==> src/rtl/garbage_receive_pkg.sv <==
// Shared sizes, limits and FSM encodings for the garbage receiver.
// Board geometry mirrors the legacy global defines.
package garbage_receive_pkg;

  localparam int BLOCKS_ROW = 10;
  localparam int BLOCKS_COL = 20;
  localparam int BITS_Y_POS = 5;

  localparam int GARBAGE_MAX_PENDING = 20;
  localparam int GARBAGE_MAX_BURST   = 4;

  typedef enum logic [1:0] {
    GR_IDLE   = 2'd0,
    GR_SHIFT  = 2'd1,
    GR_COMMIT = 2'd2
  } gr_state_t;

endpackage

==> src/rtl/garbage_hole_gen.sv <==
// Hole column selector: round-robin by default,
// LFSR-based when GARBAGE_RANDOM_HOLE_EN is defined.
module garbage_hole_gen #(
  parameter int ROW_W  = 10,
  parameter int HOLE_W = 4
) (
  input  logic              clk,
  input  logic              rst,
  input  logic              state_rst,
  input  logic              advance,
  output logic [HOLE_W-1:0] hole
);

`ifdef GARBAGE_RANDOM_HOLE_EN
  logic [7:0] lfsr;
  logic [4:0] low;
  logic       unused_advance;

  assign unused_advance = advance;

  // x^8+x^6+x^5+x^4+1, free-running even while paused
  always_ff @(posedge clk) begin
    if (rst || state_rst) begin
      lfsr <= 8'h01;
    end else begin
      lfsr <= {lfsr[6:0],
               lfsr[7] ^ lfsr[5] ^ lfsr[4] ^ lfsr[3]};
    end
  end

  assign low  = {1'b0, lfsr[3:0]};
  assign hole = HOLE_W'((low >= 5'(ROW_W))
                ? low - 5'(ROW_W) : low);
`else
  always_ff @(posedge clk) begin
    if (rst || state_rst) begin
      hole <= '0;
    end else if (advance) begin
      hole <= (hole == HOLE_W'(ROW_W - 1))
              ? '0 : hole + HOLE_W'(1);
    end
  end
`endif

endmodule

==> src/rtl/garbage_receive.sv <==
// Garbage line receiver: pending counter, burst insertion, board commit.
// Optional GARBAGE_RANDOM_HOLE_EN selects LFSR hole placement.
module garbage_receive
  import garbage_receive_pkg::*;
#(
  parameter int ROW_W       = BLOCKS_ROW,
  parameter int COL_H       = BLOCKS_COL,
  parameter int PEND_W      = 6,
  parameter int MAX_PENDING = GARBAGE_MAX_PENDING,
  parameter int MAX_BURST   = GARBAGE_MAX_BURST
) (
  input  logic                   clk,
  input  logic                   rst,
  input  logic                   state_rst,
  input  logic                   pause,
  input  logic                   recv,
  input  logic                   cancel,
  input  logic                   insert_req,
  input  logic [ROW_W*COL_H-1:0] game_board,
  output logic [ROW_W*COL_H-1:0] board_out,
  output logic                   board_we,
  output logic                   busy,
  output logic [PEND_W-1:0]      pending,
  output logic [5:0]             lines_received,
  output logic                   topout
);

  localparam int BW     = ROW_W * COL_H;
  localparam int HOLE_W = (ROW_W > 1) ? $clog2(ROW_W) : 1;
  localparam int CNT_W  = $clog2(MAX_BURST + 1);

  localparam logic [PEND_W-1:0] MAX_P = PEND_W'(MAX_PENDING);
  localparam logic [PEND_W-1:0] BST_P = PEND_W'(MAX_BURST);

  gr_state_t         state, state_nxt;
  logic [CNT_W-1:0]  cnt;
  logic [BW-1:0]     shadow, shifted;
  logic [HOLE_W-1:0] hole, hole_q;
  logic [ROW_W-1:0]  fill_row;
  logic [PEND_W-1:0] take, pend_base, pend_nxt;
  logic              clr, accept, shift_en;

  assign clr      = rst | state_rst;
  assign accept   = (state == GR_IDLE) && insert_req &&
                    (pending != '0) && !pause;
  assign shift_en = (state == GR_SHIFT) && !pause;
  assign take     = (pending > BST_P) ? BST_P : pending;

  // Row 0 is the LSB slice, so shifting up drops the low row
  assign fill_row = ~(ROW_W'(1) << hole_q);
  assign shifted  = {fill_row, shadow[BW-1:ROW_W]};

  assign busy     = (state != GR_IDLE);
  assign board_we = (state == GR_COMMIT) && !pause;

  garbage_hole_gen #(
    .ROW_W  (ROW_W),
    .HOLE_W (HOLE_W)
  ) u_hole (
    .clk       (clk),
    .rst       (rst),
    .state_rst (state_rst),
    .advance   (accept),
    .hole      (hole)
  );

  always_comb begin
    state_nxt = state;
    if (!pause) begin
      unique case (state)
        GR_IDLE:   if (accept) state_nxt = GR_SHIFT;
        GR_SHIFT:  if (cnt == CNT_W'(1)) state_nxt = GR_COMMIT;
        GR_COMMIT: state_nxt = GR_IDLE;
        default:   state_nxt = GR_IDLE;
      endcase
    end
  end

  always_comb begin
    pend_base = accept ? pending - take : pending;
    pend_nxt  = pend_base;
    if (!pause) begin
      if (recv && !cancel) begin
        pend_nxt = (pend_base >= MAX_P)
                   ? MAX_P : pend_base + PEND_W'(1);
      end else if (cancel && !recv) begin
        pend_nxt = (pend_base == '0)
                   ? '0 : pend_base - PEND_W'(1);
      end
    end
  end

  always_ff @(posedge clk) begin
    if (clr) begin
      state          <= GR_IDLE;
      cnt            <= '0;
      shadow         <= '0;
      hole_q         <= '0;
      pending        <= '0;
      lines_received <= '0;
      topout         <= 1'b0;
      board_out      <= '0;
    end else begin
      state   <= state_nxt;
      pending <= pend_nxt;
      if (accept) begin
        shadow <= game_board;
        cnt    <= CNT_W'(take);
        hole_q <= hole;
      end
      if (shift_en) begin
        shadow         <= shifted;
        cnt            <= cnt - CNT_W'(1);
        lines_received <= lines_received + 6'd1;
        if (shadow[ROW_W-1:0] != '0) topout <= 1'b1;
        // Publish on the last shift so data is valid with board_we
        if (cnt == CNT_W'(1)) board_out <= shifted;
      end
    end
  end

endmodule

==> config.mk <==
export PLATFORM = sky130hd
export DESIGN_NAME = garbage_receive
export DESIGN_NICKNAME = d
export VERILOG_FILES = /design/src/rtl/garbage_receive_pkg.sv /design/src/rtl/garbage_hole_gen.sv /design/src/rtl/garbage_receive.sv
export SDC_FILE = /design/constraint.sdc
export NUM_CORES = 1
export LEC_CHECK = 0
export CAP_MARGIN = 40
export CORE_MARGIN = 2
export CORE_UTILIZATION = 45
export CTS_CLUSTER_DIAMETER = 40
export DETAILED_ROUTE_END_ITERATION = 8
export HOLD_SLACK_MARGIN = 0.05
export PLACE_DENSITY = 0.74
export SLEW_MARGIN = 10
export SYNTH_ARGS = -nofsm -noshare
export SYNTH_HDL_FRONTEND = slang
export SYNTH_HIERARCHICAL = 1
export SYNTH_SLANG_ARGS = --single-unit
==> constraint.sdc <==
create_clock -name clk -period 4.4 [get_ports clk]
set_input_delay 0.66 -clock clk [delete_from_list [all_inputs] [get_ports clk]]
set_output_delay 0.66 -clock clk [all_outputs]
set_load 0.01 [all_outputs]
# [Word-level counts from Yosys, hierarchy flattened]
# Index checks and enable logic that the tools add are counted.
[op_classes] n_reduce_logical=20 bitwise=3 n_mux=15 add_sub_neg=6 eq_ne=6 n_shift=1 magnitude_cmp=2
[ops] operator="$mux 200" n=2
[ops] operator="$mux 6" n=7
[ops] operator="$add 6x1->6 const B" n=2
[ops] operator="$not 10->10" n=1
[ops] operator="$reduce_bool 10->1" n=1
[ops] operator="$shl 1x4->10 const A" n=1
[ops] operator="$logic_and 1x1->1" n=7
[ops] operator="$ge 6x5->1 const B" n=1
[ops] operator="$gt 6x3->1 const B" n=1
[ops] operator="$logic_not 6->1" n=1
[ops] operator="$mux 3" n=2
[ops] operator="$reduce_bool 6->1" n=1
[ops] operator="$sub 6x1->6 const B" n=1
[ops] operator="$sub 6x6->6" n=1
[ops] operator="$add 4x1->4 const B" n=1
[ops] operator="$eq 4x4->1 const B" n=1
[ops] operator="$mux 2" n=2
[ops] operator="$mux 4" n=1
[ops] operator="$pmux 2 s2" n=1
[ops] operator="$reduce_and 2->1" n=2
[ops] operator="$reduce_bool 2->1" n=2
[ops] operator="$eq 3x1->1 const B" n=1
[ops] operator="$logic_not 1->1" n=3
[ops] operator="$reduce_and 3->1" n=1
[ops] operator="9 further kinds" n=9
[word_totals] wordCells=62 ff_bits=426

# [Depth between registers and ports, before layout]
[logic_depth] ltp_word=10 depth_mapped=12 ltp_nobuf=10

# [Modules after synthesis]
# Netlist, hierarchy kept.
[by_module_without_submodules] mod="garbage_receive" instances=1 seq_area_each_um2=8448.1 cells_each=2190 area_per_inst_um2=17018.8
[by_module_without_submodules] mod="garbage_hole_gen" instances=1 seq_area_each_um2=80.1 cells_each=20 area_per_inst_um2=180.2

# [Worst setup path after synthesis]
# No wires, ideal clock.
[synth_path] path_kind="input -> register" start="input pause" end="register pending[2]" slack_ns=1.736 n_path_buf=2 t_required_ns=4.276 arrival_ns=2.540 stages=9 cell_sequence="or4b_4 > buf_6 > buf_6 > o21ai_0 > inv_1 > ha_1 > a211o_1 > a211oi_2 > a211oi_2"
[synth_between] elab_chain_cells=8 elab_cells_between_ends=12
[synth_lines] item="from (decl)" line_no="garbage_receive.sv:15" text="input logic pause,"
[synth_lines] item="$logic_not 1->1"
[synth_lines] item="$logic_and 1x1->1" line_no="garbage_receive.sv:45" text="(pending != '0) && !pause;"
[synth_lines] item="$mux 6" line_no="garbage_receive.sv:80" text="pend_base = accept ? pending - take : pending;"
[synth_lines] item="$sub 6x1->6 or $logic_not 6->1 (tied branches)" line_no="garbage_receive.sv:88, garbage_receive.sv:87"
[synth_lines] item="$mux 6" line_no="garbage_receive.sv:88" text="? '0 : pend_base - PEND_W'(1);"
[synth_lines] item="$mux 6" line_no="garbage_receive.sv:86" text="end else if (cancel && !recv) begin"
[synth_lines] item="$mux 6" line_no="garbage_receive.sv:83" text="if (recv && !cancel) begin"
[synth_lines] item="$mux 6 *" line_no="garbage_receive.sv:82" text="if (!pause) begin"
[synth_lines] item="to (signal assigned)" line_no="garbage_receive.sv:105" text="pending <= pend_nxt;"
[synth_lines] item="to (decl)" line_no="garbage_receive.sv:23" text="output logic [PEND_W-1:0] pending,"
# Every way passes the cells marked *; elsewhere a longest branch is shown, timed or not.
# A chain may end at the register's enable or synchronous reset.

# [Worst setup path in the final report]
[layout_path] start="register pending[3]" end="register shadow[14]"
[layout_between] elab_chain_cells=4
[layout_lines] item="$reduce_bool 6->1" line_no="garbage_receive.sv:45"
[layout_lines] item="$logic_and 1x1->1" line_no="garbage_receive.sv:44" text="assign accept = (state == GR_IDLE) && insert_req &&"
[layout_lines] item="$logic_and 1x1->1" line_no="garbage_receive.sv:45"
[layout_lines] item="$reduce_bool 2->1 (no source line)"
[layout_lines] item="to (signal assigned)" line_no="garbage_receive.sv:107" text="shadow <= game_board;"
[layout_lines] item="to (signal assigned)" line_no="garbage_receive.sv:112" text="shadow <= shifted;"
[layout_lines] item="to (decl)" line_no="garbage_receive.sv:37" text="logic [BW-1:0] shadow, shifted;"
# No other way between the ends.

==> metrics.txt <==
run status complete, no violations; CP Data Required Time 4.86 ns; cts hold-fix bufs 0; count of yosys warnings during synthesis 6; wire length of the first global-routing pass 84640 um; number of instances resized during post-cts repair 0; final-layout setup total negative slack 0 ns; mean area per synthesized cell 7.782 um2; number of failing hold endpoints at the final stage 0; number of distinct library cells after synthesis 65; Clock Latency Late Sink 0.58 ns; setup slack of the most critical reg-to-reg path 1.14 ns; Die Ht 199.5 um; total gr overflow 0; net count reported at finish 2731; clock-pin slew on the worst setup and hold paths 0.06 ns; element type at the critical path start flop; Pre-Repair DR Iteration Count 5; reg2reg start pending[3]; depth of the worst hold-timing path 2; Crit Reg-Reg Endpoint shadow[14]; worst reg-to-reg path cell count 5; Net Count, Synth 2425; number of global-route vias before repair 15895; Leakage Power 7.921 nW; half-perimeter wire length of the detailed placement result 36750 um; I/O pin count 422; maximum clock frequency 306.4 MHz; placeable core area 37670 um2; FFs w/ async S/R, synth 0%; post-synthesis cell count 2210; relative slew slack 40.71%; crit end category flop; final worst path period share 74.17%; DRC 0; count of standard-cell rows 71; effective utilization at floorplan 45.66%; average wire length per cell after detail routing 17.85 um; clk buf depth 3; maximum ir drop on the vdd rail 0.3079 mV; critical path peak fanout 154; root cell of the clock tree sky130_fd_sc_hd__clkbuf_16; RSZ-0062 raised after global routing no; number of H-tree branching levels 2; area growth from synthesis to layout 36.41%; total clock sinks 426; TritonCTS clock tree yes; number of buffers inserted during clock tree synthesis 53; critical path class reg2reg; Avg Vias per Cell 5.491; Final Max Slew Viols 0; fraction of final layout cells sized beyond drive strength 1 5.395%; Routed Wire Length 54800 um; worst hold path class reg2reg; Port Buf Inserts 421; floorplan die area 39800 um2; final period demand of the worst path 3.264 ns; maximum number of pins on one net before global-route repair 155; Synth Flop Type sky130_fd_sc_hd__dfxtp_1; Antenna Violating Nets Remaining 0; count of flip-flops with a built-in enable after synthesis 0; antenna violations before repair 1; proportion of synthesized chip area in sequential cells 49.59%; clk_skew 0.01919 ns; post-CTS setup repair buffer count 0; total power density per cell area 382.1 nW/um2; register bit total from synthesis 426; synthesized area 17200 um2; minimum hold slack 0.4516 ns; max-cap violations 0; Tightest Pin Transition 0.8894 ns; routed vias 16858; WP data arrival 3.73 ns; number of violations reported at the end of detailed-routing iteration 0 1312; final setup fails 0; global placement routability congestion 0.8643; die outline width 199.5 um; combined global-route utilization of all metal layers 26.47%; sink of the worst hold path board_out[24]; startpoint of the lowest-slack hold path board_out[24]
[worst max-delay path by stage]
stage | start | end | slack (ns) | depth (start not counted)
after global placement | insert_req | shadow[3] | 1.01 | 7
after detailed placement | insert_req | shadow[23] | 0.91 | 7
after CTS | pending[3] | shadow[14] | 1.28 | 5
after floorplan | pause | pending[2] | 1.74 | 9
final | pending[3] | shadow[14] | 1.14 | 5
after global routing | pending[3] | shadow[12] | 1.01 | 5
[cells in the mapped netlist, types with 2 or more instances]
master / count / share of area, %
sky130_fd_sc_hd__o21ai_0: 6 / 0.17
sky130_fd_sc_hd__ha_1: 8 / 0.58
sky130_fd_sc_hd__mux2i_1: 3 / 0.17
sky130_fd_sc_hd__and3_1: 9 / 0.33
sky130_fd_sc_hd__nand4_1: 2 / 0.073
sky130_fd_sc_hd__a311oi_1: 208 / 11
sky130_fd_sc_hd__nand2_1: 809 / 18
sky130_fd_sc_hd__nand2b_1: 2 / 0.073
sky130_fd_sc_hd__buf_2: 16 / 0.47
sky130_fd_sc_hd__nor3_1: 8 / 0.23
sky130_fd_sc_hd__nor4_1: 5 / 0.18
sky130_fd_sc_hd__buf_1: 2 / 0.044
sky130_fd_sc_hd__a21oi_1: 210 / 6.1
sky130_fd_sc_hd__xnor2_1: 4 / 0.20
sky130_fd_sc_hd__nor2b_1: 7 / 0.25
sky130_fd_sc_hd__o22ai_1: 2 / 0.073
sky130_fd_sc_hd__o21a_1: 2 / 0.087
sky130_fd_sc_hd__dfxtp_1: 426 / 50
sky130_fd_sc_hd__mux2_2: 2 / 0.13
sky130_fd_sc_hd__a21o_1: 3 / 0.13
sky130_fd_sc_hd__nand3_1: 8 / 0.23
sky130_fd_sc_hd__a211o_1: 2 / 0.10
sky130_fd_sc_hd__and2_1: 2 / 0.073
sky130_fd_sc_hd__clkbuf_1: 154 / 3.4
sky130_fd_sc_hd__buf_4: 4 / 0.17
sky130_fd_sc_hd__buf_6: 15 / 0.98
sky130_fd_sc_hd__inv_1: 9 / 0.20
sky130_fd_sc_hd__or2_2: 3 / 0.11
sky130_fd_sc_hd__xor2_1: 4 / 0.20
sky130_fd_sc_hd__nor2_1: 235 / 5.1
sky130_fd_sc_hd__a211oi_2: 3 / 0.22
sky130_fd_sc_hd__conb_1: 2 / 0.044
sky130_fd_sc_hd__a31oi_1: 3 / 0.11
[metal layers]
metal	vias up	share of wire, %	routed length, um	global-route usage (%)
met5	-	0	0	0
met4	0	3.9	2150	11.82
met3	137	7.2	3935	4.895
met2	714	47	25550	42.23
met1	7888	42	23170	34.91
li1	8119	-	-	-
[critical path: stages, from the launching register on]
cell,delay [ns]
sky130_fd_sc_hd__dfxtp_1,0.49
sky130_fd_sc_hd__nor4_1,0.73
sky130_fd_sc_hd__a21o_4,0.63
sky130_fd_sc_hd__buf_12,0.48
sky130_fd_sc_hd__nand2_1,0.15
sky130_fd_sc_hd__a311oi_1,0.34
[through the flow]
| step | total power (W) | worst slack (ns) | cell area [um2] | utilization, % | instances |
|---|---|---|---|---|---|
| floorplan | 0.004218 | 1.736 | 17200 | - | 2210 |
| global placement | 0.004481 | 1.006 | 21580 | 57.29 | 2972 |
| detailed placement | 0.004483 | 0.9083 | 21580 | 57.29 | 2972 |
| CTS | 0.009030 | 1.282 | 23460 | 62.28 | 3069 |
| global route | 0.009236 | 1.011 | 23460 | 62.29 | 3070 |
| finish | 0.008964 | 1.136 | 23460 | 62.29 | 3070 |
[report_power, final]
part           total, W  switching (W)  internal, W
clock network   0.00456        0.00178      0.00277
registers       0.00392      0.0000316      0.00389
logic          0.000486       0.000247     0.000239
total           0.00896        0.00206      0.00690
[area by class of cell]
type	instances	area [um2]
fillers	3331	14200
flip-flops and latches	426	8528
multi-input cells	1583	7797
well taps	511	639.4
repair buffers	442	4572
clock inverters	33	451.7
diodes	1	2.502
inverters	10	42.54
clock buffers	64	1428
[registers in the layout (all words and copies together), names as in the netlist]
name and flops:
board_out 200, shadow 200, topout 1, lines_received 6, cnt 3, pending 6
state 2, hole_q 4, u_hole/hole 4
[logic make-up (layout without fill, tap and decap cells)]
logic type | count (synthesis) | in the layout | synth area share (%)
AND/OR/NAND/NOR | 1101 | 1101 | 24.95
AO/OA/AOI/OAI | 458 | 458 | 18.79
flip-flops | 426 | 426 | 49.59
buffers and inverters | 201 | 549 | 5.252
adder cells (fa/ha/maj) | 8 | 8 | 0.5820
XOR/XNOR | 8 | 8 | 0.4073
multiplexers | 6 | 6 | 0.3928
other | 2 | 3 | 0.04367
[cell usage in the layout, fill, tap and decap left out, types with 9 or more instances in the layout]
cell	Yosys	routed
sky130_fd_sc_hd__inv_1	9	9
sky130_fd_sc_hd__nand2_1	809	807
sky130_fd_sc_hd__a311oi_1	208	208
sky130_fd_sc_hd__buf_12	0	16
sky130_fd_sc_hd__clkdlybuf4s50_1	0	421
sky130_fd_sc_hd__a21oi_1	210	210
sky130_fd_sc_hd__nor2_1	235	235
sky130_fd_sc_hd__dfxtp_1	426	426
sky130_fd_sc_hd__clkbuf_16	0	53
(Power assumes the default switching activity.)
